==> src/rtl/fp_pkg.sv <==
// Shared single-precision constants, FSM states and flag indices for the floating ALU units.
// Flag indices are used only when FDIV_FLAGS_EN is defined.
package fp_pkg;

  localparam int EXP_W  = 8;
  localparam int MAN_W  = 23;
  localparam int WORD_W = EXP_W + MAN_W + 1;
  localparam int BIAS   = 127;
  // Quotient bits: hidden + fraction + guard + round
  localparam int Q_W    = MAN_W + 3;

  localparam logic [WORD_W-1:0] QNAN     = 32'h7FC0_0000;
  localparam logic [WORD_W-1:0] POS_INF  = 32'h7F80_0000;
  localparam logic [WORD_W-1:0] POS_ZERO = 32'h0000_0000;

  typedef enum logic [1:0] {IDLE, DIV, RND} state_t;

  localparam int FLG_W         = 5;
  localparam int FLG_INVALID   = 4;
  localparam int FLG_DIVBYZERO = 3;
  localparam int FLG_OVERFLOW  = 2;
  localparam int FLG_UNDERFLOW = 1;
  localparam int FLG_INEXACT   = 0;

endpackage

==> src/rtl/floating_div_seq_if.sv <==
// Start/done handshake bundle for the sequential divider.
// The flags vector exists only when FDIV_FLAGS_EN is defined.
interface floating_div_seq_if;

  logic                      start;
  logic [fp_pkg::WORD_W-1:0] A;
  logic [fp_pkg::WORD_W-1:0] B;
  logic                      busy;
  logic                      done;
  logic [fp_pkg::WORD_W-1:0] result;
`ifdef FDIV_FLAGS_EN
  logic [fp_pkg::FLG_W-1:0]  flags;
`endif

  modport master (
    output start, A, B,
    input  busy, done, result
`ifdef FDIV_FLAGS_EN
    , input flags
`endif
  );

  modport slave (
    input  start, A, B,
    output busy, done, result
`ifdef FDIV_FLAGS_EN
    , output flags
`endif
  );

endinterface

==> src/rtl/fp_round_rne.sv <==
// Combinational normalize / round-to-nearest-even / pack for a 26-bit quotient with sticky.
// Exception outputs (ovf, unf, inexact) exist only when FDIV_FLAGS_EN is defined.
module fp_round_rne
  import fp_pkg::*;
(
  input  logic                    sign,
  input  logic signed [EXP_W+1:0] exp_in,
  input  logic [Q_W-1:0]          quo,
  input  logic                    sticky,
  output logic [WORD_W-1:0]       result
`ifdef FDIV_FLAGS_EN
  , output logic                  ovf
  , output logic                  unf
  , output logic                  inexact
`endif
);

  localparam logic signed [EXP_W+1:0] ONE   = (EXP_W+2)'(1);
  localparam logic signed [EXP_W+1:0] EZERO = '0;
  localparam logic signed [EXP_W+1:0] EMAX  = (EXP_W+2)'((1 << EXP_W) - 1);

  logic [Q_W-1:0]          norm;
  logic [MAN_W:0]          mant;
  logic                    guard;
  logic                    rs;
  logic                    up;
  logic [MAN_W+1:0]        sum;
  logic [MAN_W-1:0]        frac;
  logic signed [EXP_W+1:0] exp_adj;

  always_comb begin
    norm    = quo[Q_W-1] ? quo : {quo[Q_W-2:0], 1'b0};
    mant    = norm[Q_W-1:2];
    guard   = norm[1];
    // After a left shift there is no computed round bit; the remainder stands in for it
    rs      = norm[0] | sticky;
    up      = guard & (rs | mant[0]);
    sum     = {1'b0, mant} + {{(MAN_W+1){1'b0}}, up};
    frac    = sum[MAN_W+1] ? sum[MAN_W:1] : sum[MAN_W-1:0];
    exp_adj = exp_in;
    if (!quo[Q_W-1]) exp_adj = exp_adj - ONE;
    if (sum[MAN_W+1]) exp_adj = exp_adj + ONE;

    if (exp_adj >= EMAX)
      result = {sign, {EXP_W{1'b1}}, {MAN_W{1'b0}}};
    else if (exp_adj <= EZERO)
      result = {sign, {(EXP_W+MAN_W){1'b0}}};
    else
      result = {sign, exp_adj[EXP_W-1:0], frac};
  end

`ifdef FDIV_FLAGS_EN
  always_comb begin
    ovf     = (exp_adj >= EMAX);
    unf     = (exp_adj <= EZERO);
    inexact = guard | rs | ovf | unf;
  end
`endif

endmodule

==> src/rtl/floating_div_seq.sv <==
// Sequential binary32 divider: restoring radix-2, one quotient bit per enabled clock, then round.
// Define FDIV_FLAGS_EN to add the {invalid, divbyzero, overflow, underflow, inexact} flags output.
module floating_div_seq
  import fp_pkg::*;
(
  input  logic              clk,
  input  logic              rst,
  input  logic              EN,
  floating_div_seq_if.slave bus
);

  localparam logic [4:0]              LAST_ITER = 5'(Q_W - 1);
  localparam logic signed [EXP_W+1:0] BIAS_S    = (EXP_W+2)'(BIAS);

  state_t                  state;
  logic [4:0]              cnt;
  logic                    busy;
  logic                    done;
  logic [WORD_W-1:0]       result;

  logic                    sign;
  logic signed [EXP_W+1:0] exp_q;
  logic [MAN_W+1:0]        rem;
  logic [MAN_W:0]          dvs;
  logic [Q_W-1:0]          quo;
  logic                    is_special;
  logic [WORD_W-1:0]       special_res;
  logic [WORD_W-1:0]       rnd_res;

  logic [EXP_W-1:0]        ea, eb;
  logic                    s_in;
  logic                    a_zero, a_inf, a_nan, b_zero, b_inf, b_nan;
  logic                    spec_hit;
  logic [WORD_W-1:0]       spec_val;
  logic [MAN_W+2:0]        diff;
  logic                    qbit;
  logic [MAN_W+1:0]        rem_sel;

`ifdef FDIV_FLAGS_EN
  logic [FLG_W-1:0]        flags;
  logic [FLG_W-1:0]        special_flags;
  logic [FLG_W-1:0]        spec_flags;
  logic                    rnd_ovf, rnd_unf, rnd_inexact;
`endif

  // Operand classification; denormals count as zero
  always_comb begin
    ea       = bus.A[WORD_W-2 -: EXP_W];
    eb       = bus.B[WORD_W-2 -: EXP_W];
    s_in     = bus.A[WORD_W-1] ^ bus.B[WORD_W-1];
    a_zero   = (ea == '0);
    b_zero   = (eb == '0);
    a_inf    = (ea == '1) && (bus.A[MAN_W-1:0] == '0);
    b_inf    = (eb == '1) && (bus.B[MAN_W-1:0] == '0);
    a_nan    = (ea == '1) && (bus.A[MAN_W-1:0] != '0);
    b_nan    = (eb == '1) && (bus.B[MAN_W-1:0] != '0);
    spec_hit = 1'b1;
    spec_val = QNAN;
`ifdef FDIV_FLAGS_EN
    spec_flags = '0;
`endif
    if (a_nan || b_nan || (a_zero && b_zero) || (a_inf && b_inf)) begin
`ifdef FDIV_FLAGS_EN
      spec_flags[FLG_INVALID] = 1'b1;
`endif
    end else if (b_zero) begin
      spec_val = {s_in, POS_INF[WORD_W-2:0]};
`ifdef FDIV_FLAGS_EN
      spec_flags[FLG_DIVBYZERO] = !a_inf;
`endif
    end else if (a_inf) begin
      spec_val = {s_in, POS_INF[WORD_W-2:0]};
    end else if (a_zero || b_inf) begin
      spec_val = {s_in, POS_ZERO[WORD_W-2:0]};
    end else begin
      spec_hit = 1'b0;
    end
  end

  always_comb begin
    diff    = {1'b0, rem} - {2'b00, dvs};
    qbit    = ~diff[MAN_W+2];
    rem_sel = qbit ? diff[MAN_W+1:0] : rem;
  end

  fp_round_rne u_round (
    .sign    (sign),
    .exp_in  (exp_q),
    .quo     (quo),
    .sticky  (|rem),
    .result  (rnd_res)
`ifdef FDIV_FLAGS_EN
    , .ovf     (rnd_ovf)
    , .unf     (rnd_unf)
    , .inexact (rnd_inexact)
`endif
  );

  // Control: FSM, handshake and registered outputs
  always_ff @(posedge clk or posedge rst) begin
    if (rst) begin
      state  <= IDLE;
      cnt    <= '0;
      busy   <= 1'b0;
      done   <= 1'b0;
      result <= POS_ZERO;
`ifdef FDIV_FLAGS_EN
      flags  <= '0;
`endif
    end else if (EN) begin
      done <= 1'b0;
      case (state)
        IDLE: if (bus.start) begin
          busy  <= 1'b1;
          cnt   <= '0;
          state <= spec_hit ? RND : DIV;
`ifdef FDIV_FLAGS_EN
          flags <= '0;
`endif
        end
        DIV: begin
          cnt <= cnt + 5'd1;
          if (cnt == LAST_ITER) state <= RND;
        end
        RND: begin
          result <= is_special ? special_res : rnd_res;
          done   <= 1'b1;
          busy   <= 1'b0;
          state  <= IDLE;
`ifdef FDIV_FLAGS_EN
          flags  <= is_special ? special_flags
                               : {2'b00, rnd_ovf, rnd_unf & ~rnd_ovf, rnd_inexact};
`endif
        end
        default: state <= IDLE;
      endcase
    end
  end

  // Datapath: operand capture and one restoring step per DIV cycle
  always_ff @(posedge clk) begin
    if (EN) begin
      if (state == IDLE && bus.start) begin
        sign        <= s_in;
        exp_q       <= $signed({2'b00, ea}) - $signed({2'b00, eb}) + BIAS_S;
        rem         <= {2'b01, bus.A[MAN_W-1:0]};
        dvs         <= {1'b1, bus.B[MAN_W-1:0]};
        quo         <= '0;
        is_special  <= spec_hit;
        special_res <= spec_val;
`ifdef FDIV_FLAGS_EN
        special_flags <= spec_flags;
`endif
      end else if (state == DIV) begin
        rem <= rem_sel << 1;
        quo <= {quo[Q_W-2:0], qbit};
      end
    end
  end

  assign bus.busy   = busy;
  assign bus.done   = done;
  assign bus.result = result;
`ifdef FDIV_FLAGS_EN
  assign bus.flags  = flags;
`endif

endmodule
==> src/flat_wrapper.sv <==
// flat-port wrapper written by rule: the top's interface ports become plain ports
module floating_div_seq_flat import fp_pkg::*;
  (clk, rst, EN, bus_start, bus_A, bus_B, bus_busy, bus_done, bus_result);
  floating_div_seq_if bus_i ();
  input  logic clk;
  input  logic rst;
  input  logic EN;
  input wire logic [$bits(bus_i.start)-1:0] bus_start;
  input wire logic [$bits(bus_i.A)-1:0] bus_A;
  input wire logic [$bits(bus_i.B)-1:0] bus_B;
  output wire logic [$bits(bus_i.busy)-1:0] bus_busy;
  output wire logic [$bits(bus_i.done)-1:0] bus_done;
  output wire logic [$bits(bus_i.result)-1:0] bus_result;
  assign bus_i.start = bus_start;
  assign bus_i.A = bus_A;
  assign bus_i.B = bus_B;
  assign bus_busy = bus_i.busy;
  assign bus_done = bus_i.done;
  assign bus_result = bus_i.result;
  floating_div_seq u_core (.clk(clk), .rst(rst), .EN(EN), .bus(bus_i));
endmodule
==> config.mk <==
export PLATFORM = sky130hd
export DESIGN_NAME = floating_div_seq_flat
export DESIGN_NICKNAME = d
export VERILOG_FILES = /design/src/rtl/fp_pkg.sv /design/src/rtl/floating_div_seq_if.sv /design/src/rtl/fp_round_rne.sv /design/src/rtl/floating_div_seq.sv /design/src/flat_wrapper.sv
export SDC_FILE = /design/constraint.sdc
export NUM_CORES = 1
export LEC_CHECK = 0
export CORE_MARGIN = 4
export CORE_UTILIZATION = 50
export DETAILED_ROUTE_END_ITERATION = 8
export PLACE_DENSITY = 0.72
export SYNTH_ARGS = -nofsm -noshare
export SYNTH_HDL_FRONTEND = slang
export SYNTH_SLANG_ARGS = --single-unit
==> constraint.sdc <==
create_clock -name clk -period 9.63 [get_ports clk]
set_input_delay 2.4075 -clock clk [delete_from_list [all_inputs] [get_ports clk]]
set_output_delay 2.4075 -clock clk [all_outputs]
set_load 0.05 [all_outputs]
==> flow_summary.toml, run 1 <==
[timing]
worst_slack_ns = 4.62
fin_skew_ns = 0.00814
finalSetupTns_ns = 0
rsz0062_at_grt = "false"
finalHoldViolations = 0
max_freq_ghz = 0.200
slew_headroom_pct = 39.3
period_share_pct = 52.0
setup_viol = 0
period_minus_slack_ns = 5.01
fin_hold_ws_ns = 0.480
final-max-slew-violation-count = 0
tightest_slew_ns = 0.911

[synth]
synthMostInstantiatedCell = "nand2_1"
postSynthCellCount = 967
synth_common_cells = "nand2_1, a21oi_1, edfxtp_1"
synthFlopType = "edfxtp_1"
syn_area_per_cell_um2 = 9.19
synth_area_leaders = "edfxtp_1, dfrtp_1, a21oi_1"
ys_seq_elements = 130
synth_top_area_cell = "edfxtp_1"
synth.net_count = 1074
synth_top_area_share_pct = 30.1
ys_types = 78
synthArstFlopShare_pct = 31.5
synth_edf_count = 89
ys_warn_count = 0
synth_seq_area_share_pct = 41.6
syn_area_um2 = 8880

[grt]
grt_overflow_total = 0
grt_antenna_before_repair = 0
grt_pass1_wl_mm = 34.9
grt_pass1_vias = 7008
grt_use_total_pct = 21.6
grt_max_degree = 52

[route]
wl_mm = 21.2
vias = 7411
viasPerCell = 5.76
wl_per_cell_um = 16.5
drtPass1Iterations = 5
drc = 0
ant_nets = 0
drt_first_iter_violations = 712

[critical_path]
path_class = "in -> reg"
cp.required_ns = 9.79
worstPathMaxFanout = 3
cp-start-kind = "primary input"
max_stage_delay_ns = 0.46
path_cells = "clkdlybuf4s50_1, inv_1, ha_1, inv_1, fa_1, nand2_1, nand2_1, a21oi_1, o21bai_1, a21oi_1, xnor2_1, nor4_1, a31oi_1, xor2_1"
critPathSlowestCell = "nor4_1"
path_delay_family = "compound AO/OA/AOI/OAI gates"
crit_arrival_ns = 5.17
critical_path.endpoint_type = "flip-flop"
cp_num_buf_inv = 3

[power]
p_per_area_nw_per_um2 = 235
peakVddDrop_mv = 0.161
p_leak_nw = 4.11
totalPowerFinal_w = 0.00249

[clocking]
cts_max_level = 4
cts-resized-gates = 0
cts_tree = "done"
clock_latency_ns = 0.42
clk_path_buf_depth = 2
cts_root_buf = "clkbuf_16"
clkSinkCount = 130
cts_setup_buffers = 0
clk_pin_slew_worst_paths_ns = 0.05
postCtsHoldBufs = 0
numCtsBuffers = 17

[finish]
n_antenna_cell = 0
fin_cells = 1287
drive_gt1_share_pct = 5.74
final_nets = 1156
area_growth_syn_to_layout_pct = 19.2

[place]
dp.cells = 1255
pre_cts_ws_ns = 4.21
io_buffer_count = 101
place_congestion = 0.947
hpwlAfterDp_mm = 15.5

[floorplanning]
die_w_um = 141
start_util_pct = 51.2
die_area_um2 = 20000
row_count = 48
die_h_um = 141
core-area_um2 = 17400
io-pin-count = 102

[status]
status = "completed"

[min_path]
hold_class = "reg -> reg"

[job]
drv_cap = 0
==> worst register-to-register path: cells and delay by family (launching register included) <==
kind                   cells  cell delay (ns)
multiplexers               1             0.26
AND/OR/NAND/NOR            4             1.99
XOR/XNOR                   1             0.23
buffers and inverters      1             0.58
flip-flops                 1             0.80
AO/OA/AOI/OAI              3             0.44
==> worst paths after layout <==
check / from / to / cells past startpoint / slack (ns)
max reg2reg: u_core.quo[25] / u_core.bus.result[5] / 10 / 5.27
min reg2reg: u_core.bus.result[10] / u_core.bus.result[10] / 2 / 0.48
min: u_core.bus.result[10] / u_core.bus.result[10] / 2 / 0.48
max: bus_A[23] / u_core.exp_q[8] / 14 / 4.62
min in group asynchronous: rst / u_core.bus.result[24] / 3 / 2.44
max in group asynchronous: rst / u_core.bus.result[5] / 3 / 6.82
==> cell usage in the layout (no fill, tap or decap), types with 8 or more instances in the layout <==
cell	netlist	final
edfxtp_1	89	89
nor2b_1	11	10
and3_1	11	11
o21ai_0	39	39
or3_1	8	8
nor2_1	83	83
clkbuf_16	0	17
inv_1	58	58
xnor2_1	41	41
a31oi_1	8	8
o21ai_1	13	13
nand4_1	19	19
nor3_1	14	14
nor4_1	23	23
xor2_1	34	34
mux2i_1	19	19
buf_4	1	9
a22o_1	10	10
ha_1	37	37
and2_1	25	25
nand2_1	97	96
dfrtp_1	41	41
a21oi_1	93	93
nand3_1	25	25
clkdlybuf4s50_1	0	101
nand2b_1	17	17
o211ai_1	13	13
==> kinds of logic after synthesis <==
group                      count (synthesis)  share of synthesized area [%]
AOI/OAI and AO/OA                        235                           16.8
DFF                                      130                           41.6
xor gates and xnor gates                  75                           7.40
and+or+nand+nor                          358                           20.9
muxes                                     25                           2.90
adders and majority gates                 39                           5.66
buffers and inverters                    105                           4.70
==> state kept, by name (all words and copies together), names as in the netlist <==
name                cells
u_core.cnt              5
u_core.exp_q           10
u_core.bus.result      32
u_core.quo             26
u_core.dvs             23
u_core.rem             25
u_core.special_res      3
u_core.state            2
u_core.is_special       1
u_core.bus.busy         1
u_core.sign             1
u_core.bus.done         1
==> per-layer routing <==
metal	GRT usage, %	vias to the layer above	wire length, µm
met5	0	-	0
met4	5.46	0	265
met3	3.84	21	1030
met2	35.3	195	9940
met1	29.8	3528	9940
li1	-	3667	-
==> metrics by stage <==
step                util, %  instance area [µm²]
finish                 61.0                10600
global placement       58.0                10100
floorplan                 -                 8880
CTS                    61.0                10600
detailed placement     58.0                10100
global route           61.0                10600
==> where the power goes <==
part,leakage [nW],switching [W],internal [W]
clock network,0.263,0.000227,0.000357
registers,1.39,0.000135,0.000775
logic,2.45,0.000564,0.000427
total,4.11,0.000926,0.00156
==> layout make-up <==
type,count,area (µm²)
inverters,58,218
flip-flops and latches,130,3700
fillers,1519,6770
well taps,225,282
repair buffers,110,1080
multi-input cells,732,4780
clock inverters,8,63.8
clock buffers,24,462
Note: power is estimated with default switching activity, not from simulation.
==> inputs of run 2 (changes only) <==
==> constraint.sdc (replaced) <==
create_clock -name clk -period 4.9 [get_ports clk]
set_input_delay 1.225 -clock clk [delete_from_list [all_inputs] [get_ports clk]]
set_output_delay 1.225 -clock clk [all_outputs]
set_load 0.05 [all_outputs]
==> run 2 against run 1 <==
  * Hold slack worse by 0.0042 ns
  * First-iteration DRC count is 11% lower
  * Count of clock-buffer cells in the layout is 7 lower
  * Register-to-register slack worse by 4.4 ns
  * Highest routed layer unchanged
  * Design area is 0.47% higher
  * Sequential power is 95% higher
  * Largest power group unchanged
  * Critical path type is now reg -> reg
==> flow_summary.toml, run 2 (synthesis results as in run 1) <==
[status]
status = "completed"

[critical_path]
crit_arrival_ns = 4.40
path_class = "reg -> reg"
critical_path.endpoint_type = "flip-flop"
cp-start-kind = "flip-flop"
max_stage_delay_ns = 0.60
cp.required_ns = 5.26
critPathSlowestCell = "or4_4"
path_cells = "buf_4, nand2b_1, a21oi_1, ha_1, nand3_1, nor4_4, and4_1, o211ai_1, xnor2_1, a211oi_1, or4_4, nor2_4, a22o_1"
rrSetupSlack_ns = 0.87
worstPathMaxFanout = 20

[floorplanning]
row_count = 48
start_util_pct = 51.2
core-area_um2 = 17400
io-pin-count = 102
die_w_um = 141
die_h_um = 141
die_area_um2 = 20000

[clocking]
postCtsHoldBufs = 0
numCtsBuffers = 17
clock_latency_ns = 0.43
cts-resized-gates = 0
clk_pin_slew_worst_paths_ns = 0.06
clkSinkCount = 130
cts_setup_buffers = 0
cts_max_level = 4
clk_path_buf_depth = 2
cts_root_buf = "clkbuf_16"
cts_tree = "done"

[grt]
grt_max_degree = 52
grt_antenna_before_repair = 0
grt_overflow_total = 0
grt_use_total_pct = 21.3
grt_pass1_wl_mm = 34.5
grt_pass1_vias = 6910

[finish]
mostFrequentLayoutCell = "clkdlybuf4s50_1"
final_cell_mix = "clkdlybuf4s50_1, nand2_1, a21oi_1, edfxtp_1, nor2_1"
n_antenna_cell = 0
fin_cells = 1289
area_growth_syn_to_layout_pct = 19.7
reg.largest.list = "u_core.bus.result (32), u_core.quo (26), u_core.rem (25)"
final_nets = 1158
regMostFlops = "u_core.bus.result"
largest_reg_flops = 32
drive_gt1_share_pct = 6.58
stdcell_area_um2 = 10600

[place]
hpwlAfterDp_mm = 15.9
placed_cell_area_um2 = 10100
place_congestion = 0.915
dp.cells = 1257
pre_cts_ws_ns = 0.734
io_buffer_count = 101

[timing]
setup_viol = 0
finalHoldViolations = 0
finalSetupTns_ns = 0
worst_slack_ns = 0.868
rsz0062_at_grt = "false"
final-max-slew-violation-count = 0
period_minus_slack_ns = 4.03
fin_hold_ws_ns = 0.476
tightest_slew_ns = 0.866
period_share_pct = 82.3
fin_skew_ns = 0.00888
max_freq_ghz = 0.248
slew_headroom_pct = 42.3

[power]
p_leak_nw = 4.12
p_per_area_nw_per_um2 = 464
peakVddDrop_mv = 0.319

[route]
drtPass1Iterations = 5
viasPerCell = 5.73
ant_nets = 0
vias = 7391
wl_mm = 21.0
wl_per_cell_um = 16.3
drc = 0
drt_first_iter_violations = 632

[job]
drv_cap = 0

[min_path]
hold_class = "reg -> reg"
## run 2: power by group
group / leakage, nW / internal, W / switching, W
combinational: 2.46 / 0.000848 / 0.00111
clock: 0.262 / 0.000700 / 0.000506
sequential: 1.39 / 0.00152 / 0.000247
## run 2: metrics by stage
step | total power [W] | utilization, %
floorplan | 0.00322 | -
CTS | 0.00494 | 61.3
finish | 0.00494 | 61.3
detailed placement | 0.00373 | 58.0
global route | 0.00527 | 61.3
global placement | 0.00369 | 58.0
## run 2: final cells by class
class / count / area, µm²
clock inverter: 15 / 135
fill: 1516 / 6720
inverter: 58 / 218
multi-input combinational: 732 / 4780
clock buffer: 17 / 425
sequential: 130 / 3700
timing repair buffer: 112 / 1090
tap: 225 / 282
## run 2: per-layer routing
layer / GRT usage [%] / routed length (µm) / vias up
met2: 34.0 / 9680 / 188
met3: 3.47 / 970 / 36
met5: 0 / 0 / -
met1: 29.9 / 9940 / 3490
met4: 7.04 / 427 / 0
li1: - / - / 3677
## run 2: final timing paths
| check | startpoint | endpoint | cells after the start |
|---|---|---|---|
| setup / recovery | u_core.quo[25] | u_core.bus.result[11] | 13 |
| hold / removal | u_core.bus.result[31] | u_core.bus.result[31] | 2 |
| setup reg to reg | u_core.quo[25] | u_core.bus.result[11] | 13 |
| hold reg to reg | u_core.bus.result[31] | u_core.bus.result[31] | 2 |
| max in group asynchronous | rst | u_core.cnt[1] | 3 |
| min in group asynchronous | rst | u_core.bus.result[12] | 3 |
## run 2: worst max-delay path: cells and delay by family, from the launching register on
family,cells,cell delay (ns)
flip-flops,1,0.38
buffers and inverters,1,0.22
adder cells (fa/ha/maj),1,0.22
AO/OA/AOI/OAI,4,0.58
XOR/XNOR,1,0.26
AND/OR/NAND/NOR,6,2.29
==> inputs of run 3 (changes only) <==
--- a/config.mk
+++ b/config.mk
@@ -8,7 +8,7 @@
 export CORE_MARGIN = 4
 export CORE_UTILIZATION = 50
 export DETAILED_ROUTE_END_ITERATION = 8
-export PLACE_DENSITY = 0.72
+export PLACE_DENSITY = 0.75
 export SYNTH_ARGS = -nofsm -noshare
 export SYNTH_HDL_FRONTEND = slang
 export SYNTH_SLANG_ARGS = --single-unit
==> constraint.sdc (replaced) <==
create_clock -name clk -period 3.3 [get_ports clk]
set_input_delay 0.825 -clock clk [delete_from_list [all_inputs] [get_ports clk]]
set_output_delay 0.825 -clock clk [all_outputs]
set_load 0.05 [all_outputs]
==> run 3 against run 2 <==
  * Total power up 61%
  * Sequential power increased by 48%
  * Worst setup slack got worse by 0.83 ns
  * Design area up 9.3%
  * Hold slack lost 0.0020 ns
  * Non-clock buffer count up 81
  * Highest routed layer unchanged
  * Die area is the same
  * Clock skew up 0.00095 ns
  * Register-to-register slack got worse by 0.83 ns
  * Critical path depth increased by 1
  * Final cell count is 6.4% higher
==> flow_summary.toml, run 3 (synthesis results as in run 1) <==
[power]
p_int_w = 0.00503
peakVddDrop_mv = 0.497
comb_power_share_pct = 43.2
clkPwrFrac_pct = 23.9
p_per_area_nw_per_um2 = 685
switching_power_w = 0.00293
switching_share_pct = 36.8
totalPowerFinal_w = 0.00796
p_seq_share_pct = 32.9
p_leak_nw = 4.62

[route]
wl_mm = 22.7
drtPass1Iterations = 5
drt_first_iter_violations = 534
ant_nets = 0
drc = 0
wl_per_cell_um = 16.6
viasPerCell = 5.69
vias = 7806

[floorplanning]
die_w_um = 141
io-pin-count = 102
die_area_um2 = 20000
row_count = 48
start_util_pct = 51.2
die_h_um = 141
core-area_um2 = 17400

[place]
placed_cell_area_um2 = 10700
place_congestion = 0.908
hpwlAfterDp_mm = 16.7
pre_cts_ws_ns = -0.413
io_buffer_count = 101
dp.cells = 1322

[critical_path]
max_stage_delay_ns = 0.65
cp.required_ns = 3.66
cp-start-kind = "flip-flop"
critical_path.endpoint_type = "flip-flop"
crit_arrival_ns = 3.62
path_cells = "buf_6, buf_6, mux2_2, inv_1, ha_2, xnor2_2, nor4b_2, a21oi_1, a2111oi_2, a21oi_1, a211oi_2, or4_4, nor2_4, a22o_1"
cp_num_buf_inv = 3
worstPathMaxFanout = 17
path_delay_family = "simple AND/OR/NAND/NOR gates"
path_class = "reg -> reg"
critPathSlowestCell = "or4_4"

[finish]
n_antenna_cell = 0
largest_reg_flops = 32
area_growth_syn_to_layout_pct = 30.9
regMostFlops = "u_core.bus.result"
final_cell_mix = "clkdlybuf4s50_1, nand2_1, a21oi_1, edfxtp_1, nor2_1"
fin_cells = 1371
stdcell_area_um2 = 11600
final_util_pct = 67.0
n_fill_cell = 1379
reg.largest.list = "u_core.bus.result (32), u_core.quo (26), u_core.rem (25)"
drive_gt1_share_pct = 16.4
mostFrequentLayoutCell = "clkdlybuf4s50_1"
final_nets = 1240

[timing]
period_minus_slack_ns = 3.26
max_freq_ghz = 0.306
finalHoldViolations = 0
fin_skew_ns = 0.00983
final-max-slew-violation-count = 0
worst_slack_ns = 0.0367
setup_viol = 0
period_share_pct = 98.9
slew_headroom_pct = 65.2
tightest_slew_ns = 0.515

[clocking]
clk_path_buf_depth = 2
cts_max_level = 4
clk_pin_slew_worst_paths_ns = 0.06
clock_latency_ns = 0.42
cts_tree = "done"
clkSinkCount = 130
numCtsBuffers = 17
cts_root_buf = "clkbuf_16"

[job]
drv_cap = 0

[status]
status = "completed"

[grt]
grt_max_degree = 46
grt_use_total_pct = 22.2
grt_pass1_wl_mm = 36.1
grt_antenna_before_repair = 0
grt_pass1_vias = 7405
grt_overflow_total = 0

[min_path]
hold_class = "reg -> reg"
## run 3: changes by cell type in the layout (fill, tap and decap cells not counted), moves of 5 or more
cell | previous run | this run
buf_6 | 0 | 7
nand2_1 | 96 | 91
buf_4 | 11 | 79
nand2_2 | 2 | 7
## run 3: worst min-delay path, delay by kind of cell (launching register included)
| kind | cells | cell delay [ns] |
|---|---|---|
| DFF | 1 | 0.34 |
| and+or+nand+nor | 2 | 0.11 |
## run 3: power groups by stage
stage / Combinational [W] / Sequential, W / Clock (W)
floorplan: 0.00229 / 0.00255 / 0
global placement: 0.00313 / 0.00261 / 0
detailed placement: 0.00321 / 0.00262 / 0
CTS: 0.00325 / 0.00259 / 0.00192
global route: 0.00380 / 0.00266 / 0.00199
finish: 0.00344 / 0.00262 / 0.00190
## run 3: timing repair
item / in CTS / in global routing
setup endpoints to repair: 0 / 51
gates resized for setup: 0 / 55
hold buffers: 0 / 0
buffers inserted: 0 / 15
## run 3: cell type report
class | instances | area (µm²) | share of cell area [%]
Sequential cell | 130 | 3700 | 31.8
Clock buffer | 17 | 425 | 3.66
Tap cell | 225 | 282 | 2.42
Timing Repair Buffer | 193 | 1800 | 15.5
Clock inverter | 15 | 168 | 1.44
Multi-Input combinational cell | 733 | 5030 | 43.3
Inverter | 58 | 218 | 1.87
## run 3: per-layer routing
metal | global-route usage (%) | vias up | share of wire (%)
met5 | 0 | - | 0
met4 | 7.19 | 0 | 2.6
met3 | 3.13 | 48 | 5.4
met2 | 37.3 | 237 | 48
met1 | 29.8 | 3681 | 44
li1 | - | 3840 | -
## run 3: path summary, 6_finish.rpt
kind / startpoint / to / slack (ns) / cells past startpoint
worst max-delay path: u_core.quo[25] / u_core.bus.result[17] / 0.04 / 14
worst min-delay path: u_core.bus.busy / u_core.bus.busy / 0.47 / 2
worst max register to register: u_core.quo[25] / u_core.bus.result[17] / 0.04 / 14
worst min register to register: u_core.bus.busy / u_core.bus.busy / 0.47 / 2
max in group asynchronous: rst / u_core.cnt[0] / 2.12 / 3
min in group asynchronous: rst / u_core.bus.result[4] / 0.83 / 3
## run 3: per-stage QoR
stage	setup TNS (ns)	hold WS, ns
final	0	0.474
after CTS	0	0.483
after global placement	-0.866	0.463
after floorplan	-11.58	0.504
after detailed placement	-1.25	0.472
after global routing	-1.14	0.510
